==> config.mk <==
export PLATFORM = sky130hd
export DESIGN_NAME = addr_gen
export DESIGN_NICKNAME = d
export VERILOG_FILES = /design/src/rtl/rtl_settings_pkg.sv /design/src/rtl/addr_gen.sv
export SDC_FILE = /design/constraint.sdc
export NUM_CORES = 1
export LEC_CHECK = 0
export ABC_AREA = 1
export CORE_MARGIN = 10
export CORE_UTILIZATION = 33
export CTS_BUF_LIST = sky130_fd_sc_hd__clkbuf_2 sky130_fd_sc_hd__clkbuf_4 sky130_fd_sc_hd__clkbuf_8
export CTS_CLUSTER_DIAMETER = 80
export CTS_CLUSTER_SIZE = 10
export DETAILED_ROUTE_END_ITERATION = 10
export GPL_TIMING_DRIVEN = 0
export HOLD_SLACK_MARGIN = 0.15
export PLACE_DENSITY_LB_ADDON = 0.1
export SYNTH_ARGS = -nofsm -noshare
export SYNTH_HDL_FRONTEND = slang
export SYNTH_SLANG_ARGS = --single-unit
==> constraint.sdc <==
create_clock -name i_clk -period 7.6 [get_ports i_clk]
set_input_delay 0.76 -clock i_clk [delete_from_list [all_inputs] [get_ports i_clk]]
set_output_delay 0.76 -clock i_clk [all_outputs]
set_load 0.01 [all_outputs]
==> src/rtl/rtl_settings_pkg.sv <==
// Shared settings for the traffic generator: bus geometry, CSR field layout,
// test/address mode encodings and the transmitter command packet.
package rtl_settings_pkg;

    localparam int DATA_B_W    = 4;
    localparam int ADDR_B_W    = (DATA_B_W > 1) ? $clog2(DATA_B_W) : 1;
    localparam int AMM_ADDR_W  = 30;
    localparam int AMM_BURST_W = 11;

    typedef enum logic {
        BYTE_ADDR = 1'b0,
        WORD_ADDR = 1'b1
    } addr_type_t;

    localparam addr_type_t ADDR_TYPE = BYTE_ADDR;

    typedef enum logic [1:0] {
        WRITE_ONLY      = 2'd0,
        READ_ONLY       = 2'd1,
        WRITE_AND_CHECK = 2'd2
    } test_mode_t;

    typedef enum logic [1:0] {
        FIX_ADDR = 2'd0,
        RUN_ADDR = 2'd1,
        RND_ADDR = 2'd2
    } addr_mode_t;

    // CSR test parameter word indices and field positions
    localparam int CSR_ITER_IDX      = 0;
    localparam int CSR_CFG_IDX       = 1;
    localparam int CSR_BASE_IDX      = 3;
    localparam int CSR_TEST_MODE_LSB = 16;
    localparam int CSR_ADDR_MODE_LSB = 20;

    // x^32 + x^22 + x^2 + x + 1 in right-shifting Galois form
    localparam logic [31:0] LFSR_TAPS = 32'h8020_0003;

    typedef struct packed {
        logic                  pkt_type;
        logic [AMM_ADDR_W-1:0] word_addr;
        logic [ADDR_B_W-1:0]   start_offset;
        logic [ADDR_B_W-1:0]   end_offset;
        logic [ADDR_B_W:0]     low_burst_bits;
    } trans_pkt_t;

    function automatic logic [31:0] lfsr_step(input logic [31:0] state);
        logic [31:0] nxt;
        if (state[0]) begin
            nxt = (state >> 1) ^ LFSR_TAPS;
        end else begin
            nxt = state >> 1;
        end
        return nxt;
    endfunction

endpackage

==> src/rtl/addr_gen.sv <==
// Address generator: holds the current byte address and LFSR, and derives the
// packet fields for both the current and the next address.
module addr_gen
    import rtl_settings_pkg::*;
#(
    parameter logic [31:0] LFSR_SEED = 32'h0000_0001
) (
    input  logic                   i_clk,
    input  logic                   i_rst_n,
    input  logic                   i_load,
    input  logic                   i_advance,
    input  logic [31:0]            i_base_addr,
    input  logic [AMM_BURST_W-2:0] i_burstcount,
    input  addr_mode_t             i_addr_mode,
    input  logic                   i_pkt_type,
    output trans_pkt_t             o_cur_pkt,
    output trans_pkt_t             o_next_pkt
);

    logic [31:0]            r_addr;
    logic [31:0]            r_lfsr;
    logic [AMM_BURST_W-2:0] r_burst;
    addr_mode_t             r_addr_mode;
    logic [31:0]            w_lfsr_next;
    logic [31:0]            w_next_addr;

    function automatic trans_pkt_t build_pkt(input logic [31:0] addr,
                                             input logic [AMM_BURST_W-2:0] bc,
                                             input logic pkt_type);
        trans_pkt_t  pkt;
        logic [31:0] last_byte;
        pkt          = '0;
        pkt.pkt_type = pkt_type;
        last_byte    = addr + 32'(bc);
        if (ADDR_TYPE == BYTE_ADDR) begin
            pkt.word_addr      = AMM_ADDR_W'(addr >> ADDR_B_W);
            pkt.start_offset   = addr[ADDR_B_W-1:0];
            pkt.end_offset     = last_byte[ADDR_B_W-1:0];
            // kept one bit wider so a burst crossing a word boundary is visible
            pkt.low_burst_bits = {1'b0, addr[ADDR_B_W-1:0]} + {1'b0, bc[ADDR_B_W-1:0]};
        end else begin
            pkt.word_addr      = addr[AMM_ADDR_W-1:0];
        end
        return pkt;
    endfunction

    // Next-address selection and packet field arithmetic
    always_comb begin
        w_lfsr_next = lfsr_step(r_lfsr);
        case (r_addr_mode)
            FIX_ADDR: w_next_addr = r_addr;
            RUN_ADDR: w_next_addr = r_addr + 32'(r_burst) + 32'd1;
            RND_ADDR: w_next_addr = w_lfsr_next;
            default:  w_next_addr = r_addr;
        endcase
        o_cur_pkt  = build_pkt(r_addr, r_burst, i_pkt_type);
        o_next_pkt = build_pkt(w_next_addr, r_burst, i_pkt_type);
    end

    // Address, LFSR and latched geometry registers
    always_ff @(posedge i_clk) begin
        if (!i_rst_n) begin
            r_addr      <= 32'd0;
            r_lfsr      <= LFSR_SEED;
            r_burst     <= '0;
            r_addr_mode <= FIX_ADDR;
        end else if (i_load) begin
            r_addr      <= i_base_addr;
            r_lfsr      <= LFSR_SEED;
            r_burst     <= i_burstcount;
            r_addr_mode <= i_addr_mode;
        end else if (i_advance) begin
            r_addr      <= w_next_addr;
            r_lfsr      <= w_lfsr_next;
        end
    end

endmodule

==> results of run 1 <==
-- metal layers --
metal | up-vias | track usage [%] | wire, µm
met5 | - | 0 | 0
met3 | 30 | 3.15 | 1690
met1 | 3377 | 28.1 | 12400
met2 | 212 | 32.8 | 12100
li1 | 3753 | - | -
met4 | 0 | 4.63 | 429
-- state kept, by name (all words and copies together) (netlist names) --
| name | flops |
|---|---|
| r_addr | 32 |
| r_lfsr | 32 |
| r_burst | 10 |
| r_addr_mode | 2 |
-- placed cells by master, fill, tap and decap left out, types with 21 or more instances in the layout --
cell type,count
clkbuf_1,33
inv_1,122
dfxtp_1,76
clkdlybuf4s50_1,121
a21oi_1,94
nand2_1,312
nand4_1,22
nand3_1,102
o21ai_0,29
a22oi_1,21
nor2_1,99
-- per-stage QoR --
stage / std cells / setup WS [ps] / hold slack [ps] / util (%)
after floorplan: 1067 / 3930 / 449 / -
after global placement: 1448 / 2920 / 465 / 42.0
after detailed placement: 1448 / 2900 / 469 / 42.0
after CTS: 1464 / 2470 / 482 / 43.1
after global routing: 1464 / 2060 / 502 / 43.1
final: 1464 / 2470 / 479 / 43.1
-- cell type report --
class / count / area share (%)
buffer: 46 / 2.58
clock buffer: 11 / 1.78
clock inverter: 5 / 0.707
inverter: 130 / 5.99
multi-input combinational: 815 / 51.4
sequential: 76 / 18.7
tap: 260 / 4.00
timing repair buffer: 121 / 14.9
-- worst max-delay path, cell delays in order (launching register included) --
cell	delay [ps]
dfxtp_1	420
ha_1	280
inv_1	80
fa_1	460
inv_1	120
ha_1	150
inv_1	60
nor2_1	140
nand3_2	160
nor2_1	210
nand3_1	190
nor2_2	170
nand4_2	140
nor2_2	160
nand2_1	70
nand2_1	50
nand3_1	150
a21boi_0	340
clkdlybuf4s50_1	620
-- path summary, 6_finish.rpt --
path | startpoint | end | slack [ps]
worst max-delay path | r_addr[0] | o_next_pkt[25] | 2470
worst min-delay path | r_lfsr[29] | r_lfsr[29] | 480
worst max register to register | r_addr[0] | r_addr[13] | 4150
worst min register to register | r_lfsr[29] | r_lfsr[29] | 480
-- kinds of logic after synthesis --
group | after synthesis
compound gates | 189
fa+ha+maj | 16
flops | 76
xor+xnor | 6
buf+inv | 176
simple gates | 604
-- report_power, final --
part           total (µW)  leakage, µW  internal (µW)  switching (µW)
Clock                 329     0.000108            166             163
Combinational         468      0.00268            199             269
Sequential            448     0.000624            418            30.5
==> summary.md, run 1 <==
| Metric | Value |
|---|---|
| Status | finished clean |
| Syn_area_per_cell | 6.00 µm² |
| Simple-gate share of the synthesized area | 43.1% |
| R2R depth | 17 |
| Overall power | 1250 µW |
| Fin crit period | 5130 ps |
| Hold Fails Final Rpt | 0 |
| FF+latch area | 1520 µm² |
| CTS H-tree lvls | 3 |
| Post-Syn Nets | 1132 |
| Grt ovf | 0 |
| CTS Hold Bufs | 0 |
| Fmax | 195 MHz |
| DRC viols | 0 |
| Detail Placement HPWL | 22300 µm |
| I/O Pins | 125 |
| Synth Area in Compound Gates | 17.7% |
| Worst slew margin | 57.2% |
| Final Max Tran Viols | 0 |
| Setup crit start kind | flop |
| Area of the multi-input gates | 4180 µm² |
| Async SR Flop Fraction | 0% |
| Clock Latency Late Sink | 370 ps |
| Post-cts resize count | 0 |
| EDFF count, synth | 0 |
| Number of global-route vias before repair | 6979 |
| Register area share after synthesis | 23.8% |
| Post-route ant nets | 0 |
| Avg Vias per Cell | 5.04 |
| Crit path kind | reg -> out |
| Worst setup EP type | primary output |
| VDD IR-drop max | 0.0000869 V |
| Top cell type's share of synthesized area | 23.8% |
| Largest cells by area after synthesis | dfxtp_1, nand2_1, nand3_1 |
| CTS tree | done |
| Top-count cell post-synth | nand2_1 |
| Routed len/inst | 18.2 µm |
| Number of diodes | 0 |
| Syn Inst Count | 1067 |
| Area leader, netlist | dfxtp_1 |
| Pre-Repair DR Iteration Count | 5 |
| # clock sinks | 76 |
| Post-CTS Setup Inserts | 0 |
| Main combinational cell family by area after synthesis | simple AND/OR/NAND/NOR gates |
| Hold Crit Depth | 2 |
| Adder-cell area share of the yosys netlist | 3.36% |
| Die width | 159 µm |
| Layout cells sized above 1 | 8.47% |
| RSZ-0062 raised after global routing | false |
| Routed WL | 26600 µm |
| Layout fillers | 2060 |
| CTS Root Cell | clkbuf_8 |
| Bufs on Longest Clock Path | 2 |
| Die ar. | 25400 µm² |
| Die Ht | 159 µm |
| Count of unique library cells instantiated by Yosys | 43 |
| Max-cap violations | 0 |
| RD Place Congestion | 0.920 |
| Starting density of the core | 33.9% |
| Crit path max fanout | 4 |
| Fin crit share | 67.4% |
| Fin area | 8140 µm² |
| Site Rows | 50 |
| Primary FF master, synth | dfxtp_1 |
| Core box area | 18900 µm² |
| Mapped Area | 6400 µm² |
| Area growth, synth to finish | 27.2% |
| Power density cells | 153 nW/µm² |
| Hold WC Path Type | reg -> reg |
| Largest net degree at the start of global routing | 14 |
| Via count | 7372 |
| Crit path required time | 6840 ps |
| Dpl cell area | 7940 µm² |
| Number of port buffers | 121 |
| XOR/XNOR Fraction of Synth Area | 1.11% |
| Setup Skew | 15.7 ps |
| Setup-failing EPs final | 0 |
| Worst slew pin tran | 642 ps |
| Worst-path clk slew | 80 ps |
| Gr usage total | 20.4% |
| First-pass GRT wire length | 41100 µm |
| Fin Setup TNS | 0 ps |
| Net count, final | 1264 |
| Multiplexer area fraction after synthesis | 0% |
| Initial antenna violation count | 0 |
| Num CTS Buffers | 9 |
| YS warnings | 0 |
| P_leak | 0.00341 µW |
| CP arrival | 4370 ps |
| Most frequent cells after synthesis | nand2_1, inv_1, nand3_1 |
| Synth Register Bits | 76 |
| Iter 0 DRT Violations | 686 |
(Power assumes the default switching activity.)
==> run 2, diff against run 1 <==
==> constraint.sdc (replaced) <==
create_clock -name i_clk -period 5.36 [get_ports i_clk]
set_input_delay 0.536 -clock i_clk [delete_from_list [all_inputs] [get_ports i_clk]]
set_output_delay 0.536 -clock i_clk [all_outputs]
set_load 0.01 [all_outputs]
==> results of run 2 <==
The final DEF is identical to that of run 1. Status: finished clean.
Main changes from that run: setup slack after placement 2900 ps -> 880 ps; setup slack after layout 2470 ps -> 459 ps; register-to-register setup slack 4150 ps -> 1910 ps; total power 1250 µW -> 1770 µW; worst IR drop on VDD 0.0000869 V -> 0.000123 V
==> run 3, diff against run 2 <==
--- a/config.mk
+++ b/config.mk
@@ -14,6 +14,7 @@
 export DETAILED_ROUTE_END_ITERATION = 10
 export GPL_TIMING_DRIVEN = 0
 export HOLD_SLACK_MARGIN = 0.15
+export MAX_ROUTING_LAYER = met4
 export PLACE_DENSITY_LB_ADDON = 0.1
 export SYNTH_ARGS = -nofsm -noshare
 export SYNTH_HDL_FRONTEND = slang
==> run 3 against run 2 <==
  * Maximum frequency rose by 1.0%
  * Routed wire length shrank 0.49%
  * Utilization increased by 0.22 points
  * Hold slack got worse by 2.0 ps
  * Clock power increased by 17%
  * Highest routed layer unchanged
  * Sequential power about the same
  * Cell count did not move
  * Global-route usage is 0.36 points higher
  * Worst setup slack improved by 49 ps
==> summary.md, run 3 (same netlist as run 1, synthesis figures left out) <==
| Metric | Value |
|---|---|
| Most common cell after layout, fill and taps aside | nand2_1 |
| DRC viols | 0 |
| Bufs on Longest Clock Path | 2 |
| Number of global-route vias before repair | 7061 |
| RSZ-0062 raised after global routing | false |
| Post-route ant nets | 0 |
| Setup crit start kind | flop |
| Layer with the highest usage | met2 |
| Clock Latency Late Sink | 370 ps |
| RD Place Congestion | 0.937 |
| Post-Layout Cell Count | 1464 |
| Fin crit share | 90.5% |
| Routed WL | 26500 µm |
| Largest regs | r_addr x32, r_lfsr x32, r_burst x10 |
| Worst setup EP type | primary output |
| Die width | 159 µm |
| Worst slew margin | 54.9% |
| Fin crit period | 4850 ps |
| Detail Placement HPWL | 22200 µm |
| Core box area | 18900 µm² |
| GRT met1 Usage | 27.6% |
| M3 GR Usage | 2.27% |
| Grt ovf | 0 |
| Inst Count DP | 1448 |
| Iter 0 DRT Violations | 639 |
| VDD IR-drop max | 0.000188 V |
| Die Ht | 159 µm |
| Post-CTS Setup Inserts | 0 |
| Hold WC Path Type | reg -> reg |
| Starting density of the core | 33.9% |
| Crit path kind | reg -> out |
| Fin area | 8180 µm² |
| P_leak | 0.00343 µW |
| I/O Pins | 125 |
| Number of diodes | 0 |
| Via count | 7486 |
| Power density cells | 225 nW/µm² |
| Most frequent cells in the layout | nand2_1, inv_1, clkdlybuf4s50_1 |
| Hold Fails Final Rpt | 0 |
| Initial antenna violation count | 0 |
| Crit path required time | 4820 ps |
| Largest net degree at the start of global routing | 14 |
| Core Util, Final | 43.3% |
| Avg Vias per Cell | 5.11 |
| CP arrival | 4320 ps |
| CTS H-tree lvls | 3 |
| Number of port buffers | 121 |
| CTS tree | done |
| # clock sinks | 76 |
| Fmax | 206 MHz |
| Die ar. | 25400 µm² |
| Crit path max fanout | 4 |
| Site Rows | 50 |
| Net count, final | 1264 |
| Routed len/inst | 18.1 µm |
| First-pass GRT wire length | 40600 µm |
| Setup Skew | 10.6 ps |
| Worst-path clk slew | 80 ps |
| Layout cells sized above 1 | 8.47% |
| Fin Setup TNS | 0 ps |
| Pre-Repair DR Iteration Count | 5 |
| Final Max Tran Viols | 0 |
| Post-cts resize count | 0 |
| Gr usage total | 20.8% |
| Met2 Resource Use GR | 33.1% |
| Area growth, synth to finish | 27.8% |
| Max-cap violations | 0 |
| Status | finished clean |
| Num CTS Buffers | 9 |
| Overall power | 1840 µW |
| CTS Root Cell | clkbuf_8 |
| CTS Hold Bufs | 0 |
| Dpl cell area | 7940 µm² |
| Setup-failing EPs final | 0 |
| Worst slew pin tran | 676 ps |
-- run 3: cell types whose count changed in the layout (fill, tap and decap cells not counted) --
cell | previous run | this run
inv_6 | 2 | 0
clkinv_4 | 0 | 2
clkbuf_8 | 10 | 9
bufinv_16 | 1 | 3
clkinv_2 | 2 | 1
-- run 3: per-layer routing --
metal	share of wire [%]	wire length, µm	up-vias
met1	47	12500	3488
met4	1.7	450	0
li1	-	-	3761
met3	4.6	1210	30
met5	0	0	-
met2	46	12300	207
-- run 3: worst paths after layout --
path,slack [ps],cells after the start,from,end
worst max register to register,1910,17,r_addr[0],r_addr[18]
worst min-delay path,480,2,r_lfsr[30],r_lfsr[30]
worst max-delay path,510,18,r_addr[0],o_next_pkt[25]
worst min register to register,480,2,r_lfsr[30],r_lfsr[30]
-- run 3: where the power goes --
| part | switching [µW] | internal, µW |
|---|---|---|
| combinational | 381 | 282 |
| clock | 231 | 315 |
| sequential | 42.9 | 592 |
| total | 654 | 1190 |
-- run 3: stage by stage --
stage | hold slack (ps) | worst slack [ps]
after detailed placement | 469 | 900
after CTS | 481 | 477
after global placement | 465 | 931
after floorplan | 449 | 1920
after global routing | 499 | 162
final | 477 | 508
-- run 3: final cells by class --
| class | instances | area (µm²) |
|---|---|---|
| Fill cell | 2095 | 10700 |
| Multi-Input combinational cell | 815 | 4180 |
| Sequential cell | 76 | 1520 |
| Timing Repair Buffer | 121 | 1210 |
| Inverter | 130 | 488 |
| Tap cell | 260 | 325 |
| Buffer | 46 | 210 |
| Clock buffer | 10 | 131 |
| Clock inverter | 6 | 113 |
-- run 3: critical path, cell delays in order (launching register included) --
cell	delay, ps
dfxtp_1	410
ha_1	300
inv_1	80
fa_1	470
inv_1	110
ha_1	160
inv_1	60
nor2_1	160
nand3_2	160
nor2_1	210
nand3_1	180
nor2_2	160
nand4_2	140
nor2_2	150
nand2_1	60
nand2_1	50
nand3_1	160
a21boi_0	320
clkdlybuf4s50_1	610
==> patch (flow settings as in run 3) <==
Add an input register stage for `i_load`, `i_advance`, `i_base_addr`, `i_addr_mode` and `i_pkt_type`; this delays them by one clock.
--- a/src/rtl/addr_gen.sv
+++ b/src/rtl/addr_gen.sv
@@ -18,2 +18,16 @@
 );
+
+    logic i_load_q;
+    logic i_advance_q;
+    logic [31:0] i_base_addr_q;
+    addr_mode_t i_addr_mode_q;
+    logic i_pkt_type_q;
+
+    always_ff @(posedge i_clk) begin
+        i_load_q      <= i_load;
+        i_advance_q   <= i_advance;
+        i_base_addr_q <= i_base_addr;
+        i_addr_mode_q <= i_addr_mode;
+        i_pkt_type_q  <= i_pkt_type;
+    end
 
@@ -55,4 +69,4 @@
         endcase
-        o_cur_pkt  = build_pkt(r_addr, r_burst, i_pkt_type);
-        o_next_pkt = build_pkt(w_next_addr, r_burst, i_pkt_type);
+        o_cur_pkt  = build_pkt(r_addr, r_burst, i_pkt_type_q);
+        o_next_pkt = build_pkt(w_next_addr, r_burst, i_pkt_type_q);
     end
@@ -66,8 +80,8 @@
             r_addr_mode <= FIX_ADDR;
-        end else if (i_load) begin
-            r_addr      <= i_base_addr;
+        end else if (i_load_q) begin
+            r_addr      <= i_base_addr_q;
             r_lfsr      <= LFSR_SEED;
             r_burst     <= i_burstcount;
-            r_addr_mode <= i_addr_mode;
-        end else if (i_advance) begin
+            r_addr_mode <= i_addr_mode_q;
+        end else if (i_advance_q) begin
             r_addr      <= w_next_addr;
Formal check against the unedited RTL: not equivalent (a bounded check fails within 4 cycles, from zero or initial values and one cycle with i_rst_n low).
==> patch against run 3 <==
Power grew 33%; wire length grew 13%; worst setup slack lost 0.082 ns; clock skew grew 0.0078 ns; count of clock-buffer cells in the layout grew 8; synthesized area grew 15%; sequential cell count grew 37; sequential power grew 47%; final area grew 14%; utilization shrank 0.62 points.
==> patch: results (changes against run 3) <==
DP HPWL: 24.32 mm (was 22.25 mm)
Largest delay share family, worst path: simple AND/OR/NAND/NOR gates (unchanged)
Clk_lat worst skew: 0.46 ns (was 0.37 ns)
H-tree levels: 4 (was 3)
Met3 Routed Length: 1.505 mm (was 1.213 mm)
Register area share after synthesis: 30.78% (was 23.77%)
R2R depth: 20 (was 17)
Yosys cell types: 41 (was 43)
Met2 Wirelength: 13.75 mm (was 12.28 mm)
Synth warn: 0 (unchanged)
Status: finished, final reports clean (unchanged)
WP data arrival: 4.40 ns (was 4.32 ns)
Placed Instance Area: 8941 µm² (was 7938 µm²)
Total track usage: 20.92% (was 20.80%)
Metal-1 WL: 14.29 mm (was 12.51 mm)
First-pass GRT wire length: 45.13 mm (was 40.56 mm)
Largest net degree at the start of global routing: 17 (was 14)
WHS Endpoint: r_addr[12] (was r_lfsr[30])
Leakage: 0.003928 µW (was 0.003430 µW)
Tightest Pin Transition: 0.8448 ns (was 0.6762 ns)
IO Port Bufs: 124 (was 121)
Vias per cell: 5.046 (was 5.113)
Max FO, Critical Path: 5 (was 4)
HP Start: i_base_addr_q[12] (was r_lfsr[30])
Critical path startpoint category: flop (unchanged)
Number of buffers created by CTS: 17 (was 9)
Setup Skew: 0.01840 ns (was 0.01063 ns)
Initial antenna violation count: 0 (unchanged)
Cts repair resizes: 0 (unchanged)
Final GP Congestion: 0.9389 (was 0.9374)
WL/cell: 18.61 µm (was 18.07 µm)
Clock buffer depth: 2 (unchanged)
Vias: 8079 (was 7486)
Syn avg cell area: 6.309 µm² (was 5.999 µm²)
Biggest regs: i_base_addr_q: 32 flops, r_addr: 32 flops, r_lfsr: 32 flops (was r_addr: 32 flops, r_lfsr: 32 flops, r_burst: 10 flops)
Maximum vdd drop: 0.1267 mV (was 0.1883 mV)
HP Class: reg -> reg (unchanged)
Largest stage delay on the critical path: 0.62 ns
Synth top cells by count: nand2_1, dfxtp_1, inv_1, nor2_1, nand3_1 (was nand2_1, inv_1, nand3_1)
Met1 usage: 28.13% (was 27.64%)
Reg2reg setup slack: 1.86 ns (was 1.91 ns)
Layout cell share with drive strength beyond 1: 10.22% (was 8.472%)
Drt pass-1 iters: 8 (was 5)
GR Util met3: 2.432% (was 2.272%)
R2r startpoint: r_addr[0] (unchanged)
Layout filler cell count: 2405 (was 2095)
Number of global-route vias before repair: 7721 (was 7061)
Hold Slack: 0.4648 ns (was 0.4766 ns)
DRT iter0 DRCs: 639 (unchanged)
R2R Path End: r_addr[28] (was r_addr[18])
Nets@finish: 1373 (was 1264)
Met2 Resource Use GR: 33.12% (was 33.13%)
Synth Net Count: 1230 (was 1132)
Post-Place Cells: 1569 (was 1448)
Top cells by area, synth: dfxtp_1, nand2_1, nand3_1 (unchanged)
patch: cell types whose count changed after synthesis, sizes merged, moves of 4 or more:
| cell | before | now |
|---|---|---|
| nand3 | 111 | 117 |
| inv | 129 | 118 |
| nor3 | 12 | 8 |
| nand2 | 333 | 404 |
| dfxtp | 76 | 113 |
| nor2 | 119 | 130 |
| a21oi | 98 | 102 |
| nand4 | 23 | 15 |
patch: worst min-delay path, stage by stage (launching register included):
cell	delay, ns
dfxtp_1	0.30
nand2_1	0.05
a31oi_1	0.07
patch: power by group:
part / switching (µW) / internal [µW] / leakage (µW) / total (µW)
Sequential: 53.2 / 880 / 0.000935 / 933
Combinational: 387 / 278 / 0.00279 / 665
Clock: 426 / 432 / 0.000200 / 858
Total: 867 / 1590 / 0.00393 / 2460
patch: logic make-up (layout without fill, tap and decap cells):
kind of cell               Yosys count  after routing  share of synthesized area, %
buffers and inverters              164            320                         8.750
DFF                                113            113                         30.78
xor gates and xnor gates             4              4                        0.4766
and+or+nand+nor                    678            678                         41.83
AOI/OAI and AO/OA                  190            190                         15.24
adders and majority gates           16             16                         2.928
patch: area by class of cell:
cell class,instances,area (µm²),share of cell area [%]
clock buffers,18,247.7,2.651
multi-input cells,888,4444,47.56
well taps,280,350.3,3.749
plain buffers,44,192.7,2.062
inverters,120,450.4,4.821
flip-flops and latches,113,2262,24.21
repair buffers,124,1241,13.28
clock inverters,14,155.1,1.660
patch: stage by stage:
stage / power, µW / utilization (%) / worst slack (ns)
final: 2456 / 42.68 / 0.4261
after global routing: 2568 / 42.68 / 0.1763
after CTS: 2472 / 42.68 / 0.4325
after detailed placement: 1614 / 40.84 / 0.9498
after global placement: 1613 / 40.84 / 0.9755
after floorplan: 1286 / - / 1.936
